## src/rtl/seq_det_pkg.sv

```systemverilog
// Shared definitions for the serial pattern detector: FSM state encoding
// and default sizing.
package seq_det_pkg;

  typedef enum logic [1:0] {
    UNCFG = 2'd0,
    FILL  = 2'd1,
    RUN   = 2'd2
  } state_e;

  localparam int DEF_PAT_W = 4;
  localparam int DEF_CNT_W = 8;

endpackage

```

## src/rtl/seq_shift_window.sv

```systemverilog
// Serial shift window with a saturating fill counter. Also exposes the
// post-shift window/fill so the controller can compare in the same cycle.
module seq_shift_window #(
  parameter int PAT_W = 4
) (
  input  logic                         clk,
  input  logic                         rst,
  input  logic                         clr_i,
  input  logic                         shift_i,
  input  logic                         bit_i,
  output logic [PAT_W-1:0]             win_nxt_o,
  output logic [$clog2(PAT_W+1)-1:0]   fill_nxt_o
);

  localparam int FILL_W = $clog2(PAT_W + 1);
  localparam logic [FILL_W-1:0] FILL_FULL = FILL_W'(PAT_W);

  logic [PAT_W-1:0]  win_q;
  logic [FILL_W-1:0] fill_q;

  // Post-shift view: new bit enters at the LSB, fill saturates at PAT_W.
  always_comb begin
    win_nxt_o  = {win_q[PAT_W-2:0], bit_i};
    fill_nxt_o = (fill_q == FILL_FULL) ? fill_q : fill_q + 1'b1;
  end

  // Window/fill register; a clear overrides a shift in the same cycle.
  always_ff @(posedge clk) begin
    if (rst || clr_i) begin
      win_q  <= '0;
      fill_q <= '0;
    end else if (shift_i) begin
      win_q  <= win_nxt_o;
      fill_q <= fill_nxt_o;
    end
  end

endmodule

```

## src/rtl/seq_detect_ctrl.sv

```systemverilog
// Configurable serial sequence detector: FSM, pattern compare, saturating
// match counter and registered detect pulse around a shift-window core.
module seq_detect_ctrl
  import seq_det_pkg::*;
#(
  parameter int PAT_W = DEF_PAT_W,
  parameter int CNT_W = DEF_CNT_W
) (
  input  logic             clk,
  input  logic             rst,
  input  logic             cfg_load,
  input  logic [PAT_W-1:0] cfg_pattern,
  input  logic             cfg_overlap,
  input  logic             bit_valid,
  input  logic             bit_in,
  input  logic             cnt_clr,
  output logic             ready,
  output logic             detect,
  output logic [CNT_W-1:0] match_cnt
);

  localparam int FILL_W = $clog2(PAT_W + 1);
  localparam logic [FILL_W-1:0] FILL_FULL = FILL_W'(PAT_W);
  localparam logic [CNT_W-1:0]  CNT_MAX   = '1;

  state_e            state_q, state_d;
  logic [PAT_W-1:0]  pattern_q;
  logic              overlap_q;
  logic              detect_q;
  logic [CNT_W-1:0]  cnt_q, cnt_d;

  logic [PAT_W-1:0]  win_nxt;
  logic [FILL_W-1:0] fill_nxt;
  logic              accept;
  logic              match;
  logic              win_clr;

  // A bit is consumed only once configured, and a simultaneous load drops it.
  assign accept  = bit_valid && (state_q != UNCFG) && !cfg_load;
  assign match   = accept && (fill_nxt == FILL_FULL) && (win_nxt == pattern_q);
  // Reloading restarts the window; non-overlap mode restarts it after a hit.
  assign win_clr = cfg_load || (match && !overlap_q);

  seq_shift_window #(
    .PAT_W (PAT_W)
  ) u_window (
    .clk        (clk),
    .rst        (rst),
    .clr_i      (win_clr),
    .shift_i    (accept),
    .bit_i      (bit_in),
    .win_nxt_o  (win_nxt),
    .fill_nxt_o (fill_nxt)
  );

  // Next-state and counter logic; clear beats increment, counter saturates.
  always_comb begin
    state_d = state_q;
    cnt_d   = cnt_q;
    if (cfg_load) begin
      state_d = FILL;
    end else if (accept) begin
      if (match && !overlap_q)     state_d = FILL;
      else if (fill_nxt == FILL_FULL) state_d = RUN;
      else                         state_d = FILL;
    end
    if (cnt_clr)                         cnt_d = '0;
    else if (match && cnt_q != CNT_MAX)  cnt_d = cnt_q + 1'b1;
  end

  // State, configuration, detect pulse and counter registers.
  always_ff @(posedge clk) begin
    if (rst) begin
      state_q   <= UNCFG;
      pattern_q <= '0;
      overlap_q <= 1'b0;
      detect_q  <= 1'b0;
      cnt_q     <= '0;
    end else begin
      state_q  <= state_d;
      detect_q <= match;
      cnt_q    <= cnt_d;
      if (cfg_load) begin
        pattern_q <= cfg_pattern;
        overlap_q <= cfg_overlap;
      end
    end
  end

  assign ready     = (state_q != UNCFG);
  assign detect    = detect_q;
  assign match_cnt = cnt_q;

endmodule

```

## config.mk

```make
export PLATFORM = sky130hd
export DESIGN_NAME = seq_detect_ctrl
export DESIGN_NICKNAME = d
export VERILOG_FILES = /design/src/rtl/seq_det_pkg.sv /design/src/rtl/seq_shift_window.sv /design/src/rtl/seq_detect_ctrl.sv
export SDC_FILE = /design/constraint.sdc
export NUM_CORES = 1
export LEC_CHECK = 0
export CAP_MARGIN = 20
export CORE_MARGIN = 2
export CORE_UTILIZATION = 40
export DETAILED_ROUTE_END_ITERATION = 7
export GPL_ROUTABILITY_DRIVEN = 0
export GPL_TIMING_DRIVEN = 0
export RECOVER_POWER = 50
export SLEW_MARGIN = 5
export SYNTH_ARGS = -nofsm -noshare
export SYNTH_HDL_FRONTEND = slang
export SYNTH_SLANG_ARGS = --single-unit
```

## constraint.sdc

```tcl
create_clock -name clk -period 3.25 [get_ports clk]
set_clock_uncertainty 0.1 [all_clocks]
set_input_delay 0.8125 -clock clk [delete_from_list [all_inputs] [get_ports clk]]
set_output_delay 0.8125 -clock clk [all_outputs]
set_load 0.005 [all_outputs]
```

# Word level (Yosys, flattened, before mapping)

Index checks and enable logic that the tools add are counted.

Bits in registers: 22
Bits of input ports: 11
Output and inout bits: 10
Word-level logic and storage cells: 33

Add/sub/neg operators: 2
Equal/unequal tests: 4
Multiplexer cells: 5
Reduce and logical (&&, ||, !) cells: 14

Operator list:

| operator                                    | number |
|---|---|
| adder 8 x 1 -> 8 bit, second input constant | 1 |
| != test 8 bit, second input constant        | 1 |
| equality test 3 bit, second input constant  | 2 |
| logical AND 1 bit                           | 6 |
| equality test 4 bit                         | 1 |
| two-way mux 2 bit                           | 2 |
| nonzero test 2 bit                          | 2 |
| OR reduction 2 bit                          | 2 |
| adder 3 x 1 -> 3 bit, second input constant | 1 |
| two-way mux 3 bit                           | 1 |
| zero test 1 bit                             | 2 |
| logical OR 1 bit                            | 2 |
| two-way mux 1 bit                           | 2 |

# Longest topological paths before layout

Gate-level depths: netlist of the first run.

Depth after elaboration: 9
Depth in mapped cells: 7
Depth with buffers taken out: 7

# Hierarchy

From an unflattened synthesis of the first run, not the netlist that was laid out.

Cells, all modules: 117
Area total of the unflattened synthesis: 1,118.6 um^2

Modules (own cells, without submodules):

| module           | instances | cells each | area each (um^2) | sequential area each (um^2) |
|---|---|---|---|---|
| seq_detect_ctrl  | 1         | 83         | 765.7            | 320.3 |
| seq_shift_window | 1         | 34         | 352.8            | 120.1 |

# Worst setup path after synthesis of the first run

No wires, ideal clock.

Kind: input port to flip-flop
Start point: input port cfg_load
End point: register cnt_q[2], in the netlist match_cnt[2]
Setup time: 0.116 ns
Data arrival time: 2.157 ns
Data required time: 3.034 ns
Setup slack: 0.877 ns
Stages: 6
Path buffers: 2
Cell sequence: buf_6 or3b_1 buf_6 nor4_4 a21oi_1 a31o_2

Cells in the longest elaborated chain, start to end: 5

RTL lines:

| element                         | RTL line              | text |
|---|---|---|
| start: declaration              | seq_detect_ctrl.sv:11 | `input logic cfg_load,` |
| zero test 1 bit                 | seq_detect_ctrl.sv:39 | `assign accept = bit_valid && (state_q != UNCFG) && !cfg_load;` |
| logical AND 1 bit               | seq_detect_ctrl.sv:39 |  |
| logical AND 1 bit (2 in series) | seq_detect_ctrl.sv:40 | `assign match = accept && (fill_nxt == FILL_FULL) && (win_nxt == pattern_q);` |
| logical AND 1 bit               | seq_detect_ctrl.sv:68 | `else if (match && cnt_q != CNT_MAX) cnt_d = cnt_q + 1'b1;` |
| end signal: assignment          | seq_detect_ctrl.sv:82 | `cnt_q <= cnt_d;` |
| end: declaration                | seq_detect_ctrl.sv:30 | `logic [CNT_W-1:0] cnt_q, cnt_d;` |

No other way between the ends.
A chain may end at the register's enable or synchronous reset.

# Worst setup path after layout of the first run

Start point: input port bit_valid
End point: register u_window.win_q[0]

Cells in the longest elaborated chain, start to end: 7

RTL lines:

| element                             | RTL line               | text |
|---|---|---|
| start: declaration                  | seq_detect_ctrl.sv:14  | `input logic bit_valid,` |
| logical AND 1 bit (*) (2 in series) | seq_detect_ctrl.sv:39  |  |
| logical AND 1 bit (2 in series)     | seq_detect_ctrl.sv:40  |  |
| logical AND 1 bit                   | seq_detect_ctrl.sv:42  | `assign win_clr = cfg_load \|\| (match && !overlap_q);` |
| logical OR 1 bit                    | seq_detect_ctrl.sv:42  |  |
| logical OR 1 bit                    | seq_shift_window.sv:29 | `if (rst \|\| clr_i) begin` |
| end signal: assignment              | seq_shift_window.sv:33 | `win_q <= win_nxt_o;` |
| end: declaration                    | seq_shift_window.sv:18 | `logic [PAT_W-1:0] win_q;` |

Every way passes the cells marked *; elsewhere a longest branch is shown, timed or not.

==> summary.txt, run 1 <==
Layout
  – Sequential cell area: 440.4 sq um
  – Fin nets: 155
  – Fill cells: 283
  – Area of the multi-input gates: 619.3 sq um
  – Share of post-route cells with drive strength above 1: 12.14%
  – Area growth from synthesis to layout: 22.93%
  – Antenna Cells: 0

Worst setup path
  – CP Max Fanout: 9
  – Crit end category: register
  – Critical Path RT: 3.33 ns
  – Setup crit start kind: primary input
  – Critical path type: in -> reg
  – Crit path DAT: 2.83 ns

STA
  – Fin crit share: 84.66%
  – Final Hold Fails: 0
  – Slew margin rel.: 61.62%
  – Worst Slack Setup Final: 0.4985 ns
  – Min Tclk post-route: 2.752 ns
  – Setup-failing EPs final: 0
  – Slew Viols, Final: 0
  – RSZ-0062 raised after global routing: false
  – Worst-margin pin slew: 0.5744 ns
  – Setup TNS: 0 ns
  – Peak Freq: 363.4 MHz

Global route
  – Vias in the first global route: 887
  – First-pass GRT wire length: 4022 um
  – GRT overflow: 0
  – GRT Util Overall: 15.79%
  – Largest net degree at the start of global routing: 13
  – Initial antenna violation count: 0

Drt
  – Routed vias/inst: 5.292
  – Post-Route WL: 2198 um
  – DR DRC count: 0
  – Iter 0 DRT Violations: 18
  – Via count: 905
  – ANT nets after route: 0
  – Average wire per standard cell: 12.85 um
  – Drt first pass iters: 3

Floorplan
  – Die X: 56.50 um
  – Floorplan core area: 2686 sq um
  – Die area: 3192 sq um
  – Cell Rows: 19
  – Initial Utilization: 41.03%
  – I/O pins: 21
  – Die height: 56.50 um

Yosys
  – Synth cell count leaders: dfxtp_1 (22), nor2_1 (20), mux2i_1 (8), nand2_1 (8), nor3_1 (7)
  – Syn avg cell area: 9.421 sq um
  – Asr flop ratio synth: 0%
  – Most used flip-flop cell after synthesis: dfxtp_1
  – Register area share after synthesis: 39.95%
  – Yosys warning count: 0
  – Yosys top cell by area: dfxtp_1
  – Post-synth EDFFs: 0
  – Mapped Cells: 117
  – Most common cell in the synthesized netlist: dfxtp_1
  – Mapped cell area: 1102 sq um
  – Number of distinct library cells after synthesis: 36
  – Largest cells by area after synthesis: dfxtp_1 (40%), mux2i_1 (7.3%), nor2_1 (6.8%)
  – Yosys top cell area share: 39.95%
  – #FFs+latches synth: 22
  – Syn nets: 131

Place
  – Port Buffers: 19
  – Pre-CTS setup slack: 0.3710 ns
  – Post-DP HPWL: 1672 um

Clock tree
  – Maximum clock path buffer count: 2
  – Clk Latency, worst-skew pair: 0.29 ns
  – CTS Sinks: 22
  – CTS tree: yes
  – Post_cts resized: 0
  – Cts bufs inserted: 3
  – Post-CTS Setup Inserts: 0
  – CTS Root Cell: clkbuf_4
  – CTS clk-pin slew, worst paths: 0.12 ns
  – H-tree Lvls: 1
  – Hold-fix buffers, CTS: 0

Power
  – Static leakage: 0.5198 nW
  – Pwr/cell area: 348.6 nW/um^2
  – VDD IR max: 0.0001847 V

Min path
  – Hold/Removal Path Class: reg -> reg

Job
  – Number of max-cap violations: 0

Run status
  – Status: finished clean
-- layout by cell type, fill, tap and decap left out, types with 2 or more instances in the layout --
| cell | count |
|---|---|
| nand2_1 | 8 |
| a31o_2 | 2 |
| nor3_1 | 7 |
| or3_1 | 3 |
| nor2_1 | 20 |
| dlygate4sd3_1 | 10 |
| a21oi_1 | 4 |
| nand3_1 | 3 |
| and3_2 | 3 |
| ha_1 | 3 |
| clkbuf_1 | 2 |
| mux2i_1 | 8 |
| inv_1 | 3 |
| nand4_1 | 2 |
| clkbuf_4 | 3 |
| clkdlybuf4s50_1 | 9 |
| o21ai_0 | 2 |
| xnor2_1 | 6 |
| dfxtp_1 | 22 |
-- through the flow --
| stage | hold slack (ns) | utilization (%) | power [mW] | instance area, sq um | cells |
|---|---|---|---|---|---|
| after global routing | 0.4231 | 50.44 | 0.5034 | 1355 | 171 |
| after detailed placement | 0.3848 | 49.56 | 0.3356 | 1331 | 167 |
| after CTS | 0.4028 | 50.91 | 0.4839 | 1368 | 171 |
| after floorplan | 0.3573 | - | 0.3133 | 1102 | 117 |
| after global placement | 0.3752 | 49.56 | 0.3339 | 1331 | 167 |
| final | 0.3987 | 50.44 | 0.4724 | 1355 | 171 |
-- per-layer routing --
metal / vias up / global-route usage (%) / wire length, um
li1: 466 / - / -
met1: 420 / 20.23 / 1013
met2: 17 / 27.41 / 1057
met3: 2 / 3.226 / 108
met4: 0 / 3.061 / 19
met5: - / 0 / 0
-- power by group --
group          internal (mW)  total, mW  switching (mW)
Sequential             0.275      0.279         0.00408
Combinational         0.0245     0.0478          0.0232
Clock                 0.0681      0.145          0.0773
-- critical path, cell delays in order --
cell and delay (ns):
dlygate4sd3_1 0.56, or3b_1 0.34, clkbuf_1 0.23, or3_1 0.49
o21ai_2 0.30, nor3_1 0.10
-- logic make-up after synthesis --
logic type                 after synthesis  synth area share [%]
muxes                                    8                 7.265
adders and majority gates                3                 3.406
xor gates and xnor gates                 6                 4.767
AOI/OAI and AO/OA                       15                 10.67
DFF                                     22                 39.95
buffers and inverters                    6                 3.405
and+or+nand+nor                         57                 30.53
-- worst paths after layout --
kind	to	slack (ns)	cells after the start	start
max	u_window.win_q[0]	0.50	6	bit_valid
min	state_q[1]	0.40	2	state_q[1]
max reg2reg	match_cnt[4]	0.77	7	u_window.fill_q[0]
min reg2reg	state_q[1]	0.40	2	state_q[1]
-- flip-flops by register name, indices dropped and copies added (netlist names) --
signal / flops
detect: 1
pattern_q: 4
state_q: 2
match_cnt: 8
overlap_q: 1
u_window.fill_q: 3
u_window.win_q: 3
-- area by class of cell --
type	count	share of cell area [%]
Timing Repair Buffer	19	14.04
Tap cell	31	2.862
Clock buffer	4	2.678
Buffer	3	1.385
Inverter	3	0.8310
Multi-Input combinational cell	89	45.71
Sequential cell	22	32.50
(Power assumes the default switching activity.)
==> inputs of run 2 (changes only) <==
clock period = 2.82 ns   (was 3.25 ns; I/O delays follow)
==> summary.txt, run 2 (synthesis gave the netlist of run 1 again) <==
Worst setup path
  – Crit path DAT: 2.57 ns (-0.26 ns)
  – Setup crit start kind: register
  – Crit end category: register
  – Critical path type: reg -> reg
  – Critical Path RT: 2.92 ns (-0.41 ns)
  – CP Max Fanout: 9 (unchanged)
  – Largest stage delay, worst path: 0.53 ns (-0.03 ns)
  – Cell with the largest stage delay on the worst path: nor4_4
  – Cell chain of the critical path: inv_1 > ha_1 > nor4b_2 > a211oi_4 > nor4_4 > a21oi_1 > a31o_2
  – Setup crit start: u_window.fill_q[0]
  – Worst r2r src: u_window.fill_q[0]

Clock tree
  – CTS clk-pin slew, worst paths: 0.12 ns (about the same)
  – H-tree Lvls: 1 (unchanged)
  – CTS Root Cell: clkbuf_4
  – Post_cts resized: 0 (unchanged)
  – Cts bufs inserted: 3 (unchanged)
  – Maximum clock path buffer count: 2 (unchanged)
  – Post-CTS Setup Inserts: 0 (unchanged)
  – CTS Sinks: 22 (unchanged)
  – Clk Latency, worst-skew pair: 0.29 ns (about the same)
  – CTS tree: yes
  – Hold-fix buffers, CTS: 0 (unchanged)

Drt
  – ANT nets after route: 0 (unchanged)
  – Average wire per standard cell: 12.85 um (unchanged)
  – Via count: 909 (+0.44%)
  – DR DRC count: 0 (unchanged)
  – Iter 0 DRT Violations: 18 (unchanged)
  – Drt first pass iters: 4 (+1)
  – Routed vias/inst: 5.316 (+0.44%)
  – Post-Route WL: 2198 um (unchanged)

STA
  – Fin crit share: 87.66%
  – Setup TNS: 0 ns (unchanged)
  – RSZ-0062 raised after global routing: false
  – Slew margin rel.: 61.92% (+0.30 points)
  – Worst-margin pin slew: 0.5699 ns (-0.004480 ns)
  – Final Hold Fails: 0 (unchanged)
  – Worst Slack Setup Final: 0.3480 ns (-0.1504 ns)
  – Peak Freq: 404.5 MHz
  – Slew Viols, Final: 0 (unchanged)
  – Min Tclk post-route: 2.472 ns
  – Setup-failing EPs final: 0 (unchanged)

Min path
  – Hold_sp: state_q[1]
  – Hold/Removal Path Class: reg -> reg

Floorplan
  – Cell Rows: 19 (unchanged)
  – Die height: 56.50 um (unchanged)
  – Initial Utilization: 41.03% (unchanged)
  – Floorplan core area: 2686 sq um (unchanged)
  – Die X: 56.50 um (unchanged)
  – Die area: 3192 sq um (unchanged)
  – I/O pins: 21 (unchanged)

Layout
  – Commonest non-fill, non-tap cell in the layout: dfxtp_1
  – Post-layout util: 50.91% (+0.47 points)
  – Fill cells: 283 (unchanged)
  – Antenna Cells: 0 (unchanged)
  – Area growth from synthesis to layout: 24.06%
  – Share of post-route cells with drive strength above 1: 13.57% (+1.4 points)
  – Commonest cells after routing, fill and taps aside: dfxtp_1 (22), nor2_1 (20), dlygate4sd3_1 (10), clkdlybuf4s50_1 (9)
  – Fin nets: 155 (unchanged)
  – Number of flip-flops in the largest register: 8 (unchanged)

Power
  – Clock power share: 30.6% (-0.2 points)
  – Sequential share of power: 59.1% (about the same)
  – Logic pwr share: 10.4% (+0.3 points)
  – Switch Pwr: 120.1 uW (+15%)
  – Pwr/cell area: 398.4 nW/um^2 (+14%)
  – Static leakage: 0.5296 nW (+1.9%)
  – P_int: 424.8 uW (+16%)
  – VDD IR max: 0.0002129 V (+15%)
  – Switch share: 22.03% (-0.12 points)

Place
  – Port Buffers: 19 (unchanged)
  – Post-DP HPWL: 1672 um (unchanged)
  – Pre-CTS setup slack: 0.04845 ns (-0.3225 ns)

Run status
  – Status: finished clean

Global route
  – Vias in the first global route: 887 (unchanged)
  – GRT overflow: 0 (unchanged)
  – GRT Util Overall: 15.79% (unchanged)
  – Largest net degree at the start of global routing: 13 (unchanged)
  – Initial antenna violation count: 0 (unchanged)
  – First-pass GRT wire length: 4022 um (unchanged)

Job
  – Number of max-cap violations: 0 (unchanged)
-- run 2: changes by cell type in the layout (fill, tap and decap cells not counted), sizes merged --
cell,before,now
buf,1,2
clkbuf,6,5
-- run 2: worst paths after layout --
path                                     end  slack (ns)  cells after the start
worst max-delay path            match_cnt[4]        0.35                      7
worst min-delay path              state_q[1]        0.40                      2
worst max register to register  match_cnt[4]        0.35                      7
worst min register to register    state_q[1]        0.40                      2
-- run 2: power groups by stage --
stage                     combinational, mW  clock [mW]  sequential (mW)
after floorplan                      0.0334           0            0.328
after global placement               0.0563           0            0.328
after detailed placement             0.0578           0            0.329
after CTS                            0.0581       0.178            0.322
after global routing                 0.0628       0.195            0.323
final                                0.0565       0.167            0.322
-- run 2: per-layer routing --
layer	vias to the layer above	share of wire, %	GRT usage [%]
met1	421	47	20.23
met2	17	48	27.41
met4	0	0.59	3.061
li1	469	-	-
met5	-	0	0
met3	2	4.6	3.226
-- run 2: critical path: cells and delay by family (launching register included) --
kind / cells / cell delay (ns)
AO/OA/AOI/OAI: 3 / 0.50
buffers and inverters: 1 / 0.07
flip-flops: 1 / 0.44
adder cells (fa/ha/maj): 1 / 0.34
AND/OR/NAND/NOR: 2 / 0.93
-- run 2: through the flow --
stage          total power, mW  instances  area [sq um]  hold WS (ns)
2_1_floorplan           0.3610        117          1102        0.3573
3_3_place_gp            0.3848        167          1331        0.3752
3_5_place_dp            0.3868        167          1331        0.3848
4_1_cts                 0.5577        171          1368        0.4028
5_1_grt                 0.5815        171          1368        0.4231
6_report                0.5449        171          1368        0.3957
-- run 2: final cells by class --
cell class                      count  area (sq um)  area share, %
Multi-Input combinational cell     89         624.3          45.65
Sequential cell                    22         440.4          32.20
Timing Repair Buffer               19         190.2          13.91
Tap cell                           31         38.79          2.836
Clock buffer                        4         36.28          2.653
Buffer                              3         26.28          1.921
Inverter                            3         11.26         0.8234
